`src/rtl/feature_loader_if.sv`:
```
// rtl/feature_loader_if.sv - element stream in and feature BRAM write port out for feature_loader
interface feature_loader_if #(
    parameter int DATA_WIDTH = 8,
    parameter int ADDR_WIDTH = 12
);
    logic                    s_valid;
    logic [DATA_WIDTH-1:0]   s_data;
    logic                    s_ready;
    logic                    wr_en;
    logic [ADDR_WIDTH-1:0]   wr_addr;
    logic [DATA_WIDTH*8-1:0] wr_data;

    modport master (
        input  s_valid, s_data,
        output s_ready, wr_en, wr_addr, wr_data
    );

    modport slave (
        output s_valid, s_data,
        input  s_ready, wr_en, wr_addr, wr_data
    );
endinterface

```
`src/rtl/feature_loader.sv`:
```
// rtl/feature_loader.sv - packs a c/w/h-ordered element stream into 8-lane words for the feature BRAM
// Optional running element checksum: FEATURE_LOADER_CHECKSUM_EN.
module feature_loader #(
    parameter int DATA_WIDTH = 8,
    parameter int ADDR_WIDTH = 12
) (
    input  logic                  clk,
    input  logic                  rst,
    input  logic                  start_i,
    input  logic [ADDR_WIDTH-1:0] base_addr_i,
    input  logic [7:0]            img_size_i,
    input  logic [7:0]            img_channel_i,
    input  logic [3:0]            h_shift_i,
    input  logic [3:0]            w_shift_i,
    feature_loader_if.master      bus,
    output logic                  busy_o,
    output logic                  done_o,
    output logic [15:0]           checksum_o
);
    localparam int WORD_W = DATA_WIDTH * 8;

    typedef enum logic [1:0] {IDLE, LOAD, FLUSH, DONE} state_t;

    state_t                state_q, state_d;
    logic [ADDR_WIDTH-1:0] base_q, base_d;
    logic [7:0]            size_q, size_d;
    logic [7:0]            chan_q, chan_d;
    logic [3:0]            hsh_q, hsh_d;
    logic [3:0]            wsh_q, wsh_d;
    logic [7:0]            c_q, c_d;
    logic [7:0]            w_q, w_d;
    logic [7:0]            h_q, h_d;
    logic [WORD_W-1:0]     pack_q, pack_d, pack_next;
    logic                  wr_en_q, wr_en_d;
    logic [ADDR_WIDTH-1:0] wr_addr_q, wr_addr_d;
    logic [WORD_W-1:0]     wr_data_q, wr_data_d;
    logic                  fire, last_c, last_w, last_h, word_done;

    assign bus.s_ready = (state_q == LOAD);
    assign fire        = bus.s_valid && bus.s_ready;
    assign bus.wr_en   = wr_en_q;
    assign bus.wr_addr = wr_addr_q;
    assign bus.wr_data = wr_data_q;
    assign busy_o      = (state_q != IDLE);
    assign done_o      = (state_q == DONE);

    assign last_c    = (c_q == chan_q - 8'd1);
    assign last_w    = (w_q == size_q - 8'd1);
    assign last_h    = (h_q == size_q - 8'd1);
    assign word_done = (c_q[2:0] == 3'd7) || last_c;

    always_comb begin
        state_d   = state_q;
        base_d    = base_q;
        size_d    = size_q;
        chan_d    = chan_q;
        hsh_d     = hsh_q;
        wsh_d     = wsh_q;
        c_d       = c_q;
        w_d       = w_q;
        h_d       = h_q;
        pack_d    = pack_q;
        wr_en_d   = 1'b0;
        wr_addr_d = wr_addr_q;
        wr_data_d = wr_data_q;
        pack_next = pack_q;
        pack_next[DATA_WIDTH*c_q[2:0] +: DATA_WIDTH] = bus.s_data;
        case (state_q)
            IDLE: begin
                if (start_i) begin
                    base_d = base_addr_i;
                    size_d = img_size_i;
                    chan_d = img_channel_i;
                    hsh_d  = h_shift_i;
                    wsh_d  = w_shift_i;
                    c_d    = '0;
                    w_d    = '0;
                    h_d    = '0;
                    pack_d = '0;
                    // Empty loads pass through FLUSH (no write) so done keeps the same two-cycle tail.
                    state_d = (img_size_i == 8'd0 || img_channel_i == 8'd0) ? FLUSH : LOAD;
                end
            end
            LOAD: begin
                if (fire) begin
                    if (word_done) begin
                        wr_en_d   = 1'b1;
                        wr_addr_d = base_q + (ADDR_WIDTH'(h_q) << hsh_q)
                                  + (ADDR_WIDTH'(w_q) << wsh_q) + ADDR_WIDTH'(c_q >> 3);
                        wr_data_d = pack_next;
                        pack_d    = '0;
                    end else begin
                        pack_d = pack_next;
                    end
                    if (last_c) begin
                        c_d = '0;
                        if (last_w) begin
                            w_d = '0;
                            if (last_h) begin
                                h_d     = '0;
                                state_d = FLUSH;
                            end else begin
                                h_d = h_q + 8'd1;
                            end
                        end else begin
                            w_d = w_q + 8'd1;
                        end
                    end else begin
                        c_d = c_q + 8'd1;
                    end
                end
            end
            FLUSH:   state_d = DONE;
            DONE:    state_d = IDLE;
            default: state_d = IDLE;
        endcase
    end

    always_ff @(posedge clk or posedge rst) begin
        if (rst) begin
            state_q   <= IDLE;
            base_q    <= '0;
            size_q    <= '0;
            chan_q    <= '0;
            hsh_q     <= '0;
            wsh_q     <= '0;
            c_q       <= '0;
            w_q       <= '0;
            h_q       <= '0;
            pack_q    <= '0;
            wr_en_q   <= 1'b0;
            wr_addr_q <= '0;
            wr_data_q <= '0;
        end else begin
            state_q   <= state_d;
            base_q    <= base_d;
            size_q    <= size_d;
            chan_q    <= chan_d;
            hsh_q     <= hsh_d;
            wsh_q     <= wsh_d;
            c_q       <= c_d;
            w_q       <= w_d;
            h_q       <= h_d;
            pack_q    <= pack_d;
            wr_en_q   <= wr_en_d;
            wr_addr_q <= wr_addr_d;
            wr_data_q <= wr_data_d;
        end
    end

`ifdef FEATURE_LOADER_CHECKSUM_EN
    logic [15:0] chk_q;

    always_ff @(posedge clk or posedge rst) begin
        if (rst) begin
            chk_q <= '0;
        end else if (state_q == IDLE && start_i) begin
            chk_q <= '0;
        end else if (fire) begin
            chk_q <= chk_q + 16'(bus.s_data);
        end
    end

    assign checksum_o = chk_q;
`else
    assign checksum_o = 16'd0;
`endif
endmodule
```
`src/flat_wrapper.sv`:
```
// flat-port wrapper written by rule: the top's interface ports become plain ports
module feature_loader_flat 
#(
    parameter int DATA_WIDTH = 8,
    parameter int ADDR_WIDTH = 12
)
  (clk, rst, start_i, base_addr_i, img_size_i, img_channel_i, h_shift_i, w_shift_i, busy_o, done_o, checksum_o, bus_s_valid, bus_s_data, bus_s_ready, bus_wr_en, bus_wr_addr, bus_wr_data);
  feature_loader_if #(.DATA_WIDTH(DATA_WIDTH), .ADDR_WIDTH(ADDR_WIDTH)) bus_i ();
  input  logic clk;
  input  logic rst;
  input  logic start_i;
  input  logic [ADDR_WIDTH-1:0] base_addr_i;
  input  logic [7:0] img_size_i;
  input  logic [7:0] img_channel_i;
  input  logic [3:0] h_shift_i;
  input  logic [3:0] w_shift_i;
  output logic busy_o;
  output logic done_o;
  output logic [15:0] checksum_o;
  input wire logic [$bits(bus_i.s_valid)-1:0] bus_s_valid;
  input wire logic [$bits(bus_i.s_data)-1:0] bus_s_data;
  output wire logic [$bits(bus_i.s_ready)-1:0] bus_s_ready;
  output wire logic [$bits(bus_i.wr_en)-1:0] bus_wr_en;
  output wire logic [$bits(bus_i.wr_addr)-1:0] bus_wr_addr;
  output wire logic [$bits(bus_i.wr_data)-1:0] bus_wr_data;
  assign bus_i.s_valid = bus_s_valid;
  assign bus_i.s_data = bus_s_data;
  assign bus_s_ready = bus_i.s_ready;
  assign bus_wr_en = bus_i.wr_en;
  assign bus_wr_addr = bus_i.wr_addr;
  assign bus_wr_data = bus_i.wr_data;
  feature_loader #(.DATA_WIDTH(DATA_WIDTH), .ADDR_WIDTH(ADDR_WIDTH)) u_core (.clk(clk), .rst(rst), .start_i(start_i), .base_addr_i(base_addr_i), .img_size_i(img_size_i), .img_channel_i(img_channel_i), .h_shift_i(h_shift_i), .w_shift_i(w_shift_i), .bus(bus_i), .busy_o(busy_o), .done_o(done_o), .checksum_o(checksum_o));
endmodule
```
`config.mk`:
```
export PLATFORM = sky130hd
export DESIGN_NAME = feature_loader_flat
export DESIGN_NICKNAME = d
export VERILOG_FILES = /design/src/rtl/feature_loader_if.sv /design/src/rtl/feature_loader.sv /design/src/flat_wrapper.sv
export SDC_FILE = /design/constraint.sdc
export NUM_CORES = 1
export LEC_CHECK = 0
export CELL_PAD_IN_SITES_DETAIL_PLACEMENT = 0
export CELL_PAD_IN_SITES_GLOBAL_PLACEMENT = 2
export CORE_ASPECT_RATIO = 2
export CORE_MARGIN = 4
export CORE_UTILIZATION = 34
export DETAILED_ROUTE_END_ITERATION = 8
export MAX_ROUTING_LAYER = met4
export PLACE_DENSITY_LB_ADDON = 0.1
export SLEW_MARGIN = 5
export SYNTH_ARGS = -nofsm -noshare
export SYNTH_HDL_FRONTEND = slang
export SYNTH_SLANG_ARGS = --single-unit
```
`constraint.sdc`:
```
create_clock -name clk -period 16.76 [get_ports clk]
set_clock_uncertainty 0.05 [all_clocks]
set_input_delay 3.352 -clock clk [delete_from_list [all_inputs] [get_ports clk]]
set_output_delay 3.352 -clock clk [all_outputs]
set_load 0.02 [all_outputs]
```
## Word level (Yosys, flattened, before mapping)

Cells that the tools add are included.

| storage, ports and cells | value |
|---|---|
| flip-flop bits (word level) | 203 |
| input bits | 48 |
| output and inout port bits | 96 |
| logic and storage cells | 80 |

| cells by class | value |
|---|---|
| add/sub/neg operators | 9 |
| equality and inequality tests | 12 |
| shift-type cells | 4 |
| mux-type cells | 28 |
| reductions and logical operators | 14 |

Operators by type and width:

| kind | count |
|---|---|
| 64-bit 2-to-1 mux | 3 |
| 64-bit one-hot mux with 2 select lines | 1 |
| 8-bit 2-to-1 mux | 10 |
| 64-bit bitwise mux | 1 |
| 8-bit by 34-bit variable shift with 64-bit output, first input constant | 1 |
| 8-bit by 34-bit variable part select with 64-bit output | 1 |
| 8-bit one-hot mux with 2 select lines | 3 |
| 6-bit negation with 34-bit output | 1 |
| 12-bit adder | 2 |
| 8-bit by 1-bit adder with 8-bit output, second input constant | 3 |
| 8-bit equality test | 3 |
| 8-bit by 4-bit << shifter with 12-bit output | 2 |
| 8-bit logical NOT | 2 |
| 8-bit by 1-bit subtractor with 8-bit output, second input constant | 2 |
| 12-bit by 5-bit adder with 12-bit output | 1 |
| 2-bit 2-to-1 mux | 6 |
| 2-bit inequality test, second input constant | 5 |
| 5-bit AND reduction | 2 |
| 2-bit one-hot mux with 4 select lines | 1 |
| 3-bit AND reduction | 2 |
| 2-bit equality test, second input constant | 2 |
| 4-bit AND reduction | 1 |
| 2-bit nonzero test | 2 |
| 3-bit equality test, second input constant | 1 |
| other kinds (6) | 9 |

## Longest topological paths before layout

| depth | value |
|---|---|
| depth after elaboration | 7 |
| depth in mapped cells | 19 |
| depth with buffers taken out | 17 |

## Worst setup path after synthesis

Ideal clock, no wire load.

| timing path | value |
|---|---|
| path type | in2reg |
| start point | input start_i |
| end point | register u_core.w_q[2] |
| arrival time | 4.658 ns |
| data required time | 16.600 ns |
| setup slack | 11.941 ns |
| cell stages on the path | 6 |
| path through | nand2b_1 -> and2_1 -> clkbuf_1 -> o21ai_2 -> clkbuf_1 -> o41ai_1 |

| on the way | value |
|---|---|
| word-level cells in the longest chain between the ends | 2 |

RTL lines:

| what | RTL line | source |
|---|---|---|
| start, declared | flat_wrapper.sv:11 | `input logic start_i;` |
| 2-bit inequality test (no source line) | -- |  |
| 4-bit AND reduction (no source line) | -- |  |
| end signal, assigned | feature_loader.sv:142 | `w_q <= w_d;` |
| end, declared | feature_loader.sv:31 | `logic [7:0] w_q, w_d;` |

No other way between the ends.
A chain may end at the register's enable or synchronous reset.

## Worst setup path after layout

| timing path | value |
|---|---|
| start point | register u_core.state_q[1] |
| end point | output bus_s_ready |

| on the way | value |
|---|---|
| word-level cells in the longest chain between the ends | 1 |

RTL lines:

| what | RTL line | source |
|---|---|---|
| start, declared | feature_loader.sv:24 | `state_t state_q, state_d;` |
| start signal, assigned | feature_loader.sv:135 | `state_q <= state_d;` |
| 2-bit by 1-bit equality test with 1-bit output | feature_loader.sv:39 | `assign bus.s_ready = (state_q == LOAD);` |
| end, declared | flat_wrapper.sv:22 | `output wire logic [$bits(bus_i.s_ready)-1:0] bus_s_ready;` |

No other way between the ends.

==> flow_metrics.py <==
metrics = {
    "run_status": {
        "status": "complete, no violations",
    },
    "place": {
        "post-place-ws_ns": 10.89,
        "gp_congestion": 0.8157,
        "place_inst": 1611,
        "hpwl_um": 23840,
        "port_buffers": 127,
    },
    "setup_path": {
        "crit_fanout": 11,
        "start_kind": "flip-flop",
        "cp-end-kind": "primary output",
        "worstPathArrival_ns": 2.38,
        "rr_startpoint": "u_core.wsh_q[0]",
        "critical_path.cell_chain": "inv_1 > ha_1 > clkdlybuf4s50_1",
        "cpMaxStageDelayCell": "clkdlybuf4s50_1",
        "r2r_end": "u_core.bus.wr_addr[11]",
        "worstSetupPathType": "flip-flop to primary output",
        "rrSetupSlack_ns": 12.41,
        "critical_path_buf_inv_count": 2,
        "cp_num_cells": 3,
        "setup.worst_path.start": "u_core.state_q[1]",
        "r2r_cells": 14,
        "crit_required_ns": 13.36,
        "critPathTopFamily": "buffers and inverters",
        "slowest_delay_ns": 0.73,
    },
    "synthesis": {
        "synth_common_cells": "203 x dfrtp_1, 132 x nand2_1, 114 x o21ai_0",
        "synth_edf_count": 0,
        "async_flop_share_pct": 100.0,
        "yosys_warnings": 0,
        "synth_most_common_cell": "dfrtp_1",
        "avgSynthCellArea_sq_um": 10.10,
        "synth.ff_latch_count": 203,
        "synth_area_leader_cell": "dfrtp_1",
        "synth_top_area_share_pct": 44.88,
        "synth.distinct_cells": 73,
        "synthCells": 1121,
        "yosys-top-cells-area": "dfrtp_1 45%, mux2i_1 5.7%, o21ai_0 5.0%",
        "synth_seq_area_share_pct": 44.88,
        "syn-cell-area_sq_um": 11320,
        "synth_flop_cell": "dfrtp_1",
    },
    "route": {
        "firstDrtPassIters": 4,
        "drc": 0,
        "drtAntennaViolNets": 0,
        "drtIter0Drc": 309,
        "finalWirelength_um": 32190,
        "vias": 8439,
        "routedWlPerCell_um": 19.52,
        "vias_per_cell": 5.118,
    },
    "worst_hold_path": {
        "hold_class": "flip-flop to flip-flop",
        "hold_start": "u_core.bus.wr_addr[5]",
        "min_to": "u_core.bus.wr_addr[5]",
        "min_path_cells": 2,
    },
    "timing": {
        "setup_tns_ns": 0,
        "layout_setup_ws_ns": 10.98,
        "fmax_ghz": 0.1729,
        "max-slew-margin-rel_pct": 33.32,
        "rsz0062_at_grt": "no",
        "drv_slew": 0,
        "setup_viol": 0,
        "period_share_pct": 34.52,
        "hold_viol_final": 0,
        "finalCriticalPeriod_ns": 5.785,
        "max_slew.worst_pin.slew_ns": 1.000,
    },
    "global_routing": {
        "grtUsageTotal_pct": 18.31,
        "antenna_found_initial": 0,
        "grt_overflow_total": 0,
        "grt_pass1_vias": 8791,
        "grt_max_degree": 136,
        "grt_pass1_wl_um": 50470,
    },
    "floorplan": {
        "core_sq_um": 32930,
        "die_area_sq_um": 36450,
        "die_h_um": 266.0,
        "io_pins": 144,
        "start_util_pct": 34.37,
        "rows": 94,
        "die_w_um": 137.0,
    },
    "clock_network": {
        "cts_hold_buf": 0,
        "clock_latency_ns": 0.51,
        "cts-root-buf": "clkbuf_16",
        "cts_setup_buffers": 0,
        "htree_levels": 1,
        "clock-sinks": 203,
        "ctsResizeCount": 0,
        "cts_buffers": 22,
        "cts_max_path_buffers": 3,
        "tritoncts": "built",
        "path_clk_slew_ns": 0.07,
    },
    "power_and_ir_drop": {
        "p_clk_share_pct": 24.8,
        "irDropWorstVdd_mv": 0.06916,
        "p_switching_w": 0.0007485,
        "power_frac_seq_pct": 36.5,
        "swShare_pct": 39.24,
        "intPower_w": 0.001159,
        "combPwrFrac_pct": 38.7,
        "p_leak_nw": 5.886,
        "power_density_nw_per_um2": 141.0,
    },
    "finish": {
        "seqCellArea_sq_um": 5080,
        "multi_input_area_sq_um": 5732,
        "stdcell_count": 1649,
        "nFillCells": 3311,
        "drive_gt1_share_pct": 9.449,
        "num_antenna_cells": 0,
        "final_nets": 1296,
        "layout-area-overhead-vs-synth_pct": 19.52,
    },
    "run": {
        "drv_cap": 0,
    },
}
cells in the final DEF, fill, tap and decap left out, drive strengths merged, types with 15 or more instances in the layout:
master and instances:
mux2 47, clkbuf 32, a21oi 33, a32o 17, xor2 18, o21ai 121
xnor2 21, clkdlybuf4s50 127, dfrtp 203, inv 39, fa 16, mux2i 65
nor2 71, ha 29, a22o 37, nand2 132, nor3 15, conb 16
final cells by class:
cell class,count,area share (%)
Multi-Input combinational cell,802,42.37
Sequential cell,203,37.55
Timing Repair Buffer,135,9.840
Clock buffer,32,4.874
Tap cell,432,3.995
Inverter,39,1.138
Clock inverter,6,0.2405
power groups by stage:
stage                     logic (W)  registers (W)  clock network, W
after floorplan            0.000597       0.000639                 0
after global placement     0.000744       0.000707                 0
after detailed placement   0.000747       0.000708                 0
after CTS                  0.000753       0.000699          0.000495
after global routing       0.000826       0.000714          0.000511
final                      0.000738       0.000696          0.000474
how the worst max path moves through the flow:
stage	end	slack [ns]
final	bus_s_ready	10.98
after global routing	bus_s_ready	10.88
after CTS	bus_s_ready	10.93
after detailed placement	u_core.pack_q[39]	10.89
after global placement	u_core.pack_q[0]	10.96
after floorplan	u_core.base_q[0]	7.82
layer usage:
metal	global-route usage [%]	routed length [um]	vias to the layer above
met5	-	0	-
met4	6.614	1070	0
met3	1.776	1009	54
met2	35.41	18730	158
met1	18.55	11380	4137
li1	-	-	4090
per-stage QoR:
| stage | power (W) | hold WS (ns) | util (%) | instance area (sq um) |
|---|---|---|---|---|
| 2_1_floorplan | 0.001236 | 0.4002 | - | 11380 |
| 5_1_grt | 0.002052 | 0.4445 | 41.08 | 13530 |
| 6_report | 0.001908 | 0.4266 | 41.08 | 13530 |
| 3_3_place_gp | 0.001451 | 0.4109 | 38.98 | 12840 |
| 3_5_place_dp | 0.001455 | 0.4196 | 38.98 | 12840 |
| 4_1_cts | 0.001947 | 0.4336 | 41.08 | 13530 |
worst register-to-register path, stage by stage, from the launching register on:
cell     delay, ns
dfrtp_1       0.65
mux4_2        0.63
and2_1        0.18
fa_1          0.49
inv_1         0.05
fa_1          0.49
inv_1         0.04
ha_1          0.32
nor2b_1       0.14
o21a_1        0.18
o31ai_1       0.31
a21oi_1       0.17
a31oi_1       0.23
xnor2_1       0.16
o21ai_0       0.09
state kept, by name (all words and copies together) (netlist names):
register            cells
u_core.base_q          12
u_core.bus.wr_addr     12
u_core.bus.wr_data     64
u_core.bus.wr_en        1
u_core.c_q              8
u_core.chan_q           8
u_core.h_q              8
u_core.hsh_q            4
u_core.pack_q          64
u_core.size_q           8
u_core.state_q          2
u_core.w_q              8
u_core.wsh_q            4
cells by family (layout without fill, tap and decap cells):
group / after synthesis / in the layout / share of synthesized area [%]
fa+ha+maj: 45 / 45 / 6.035
flops: 203 / 203 / 44.88
buf+inv: 131 / 212 / 5.162
compound gates: 281 / 281 / 16.62
other cells: 1 / 16 / 0.03313
mux: 114 / 114 / 10.92
xor+xnor: 43 / 43 / 3.824
simple gates: 303 / 303 / 12.52
Power figures use the tool's default switching activity.
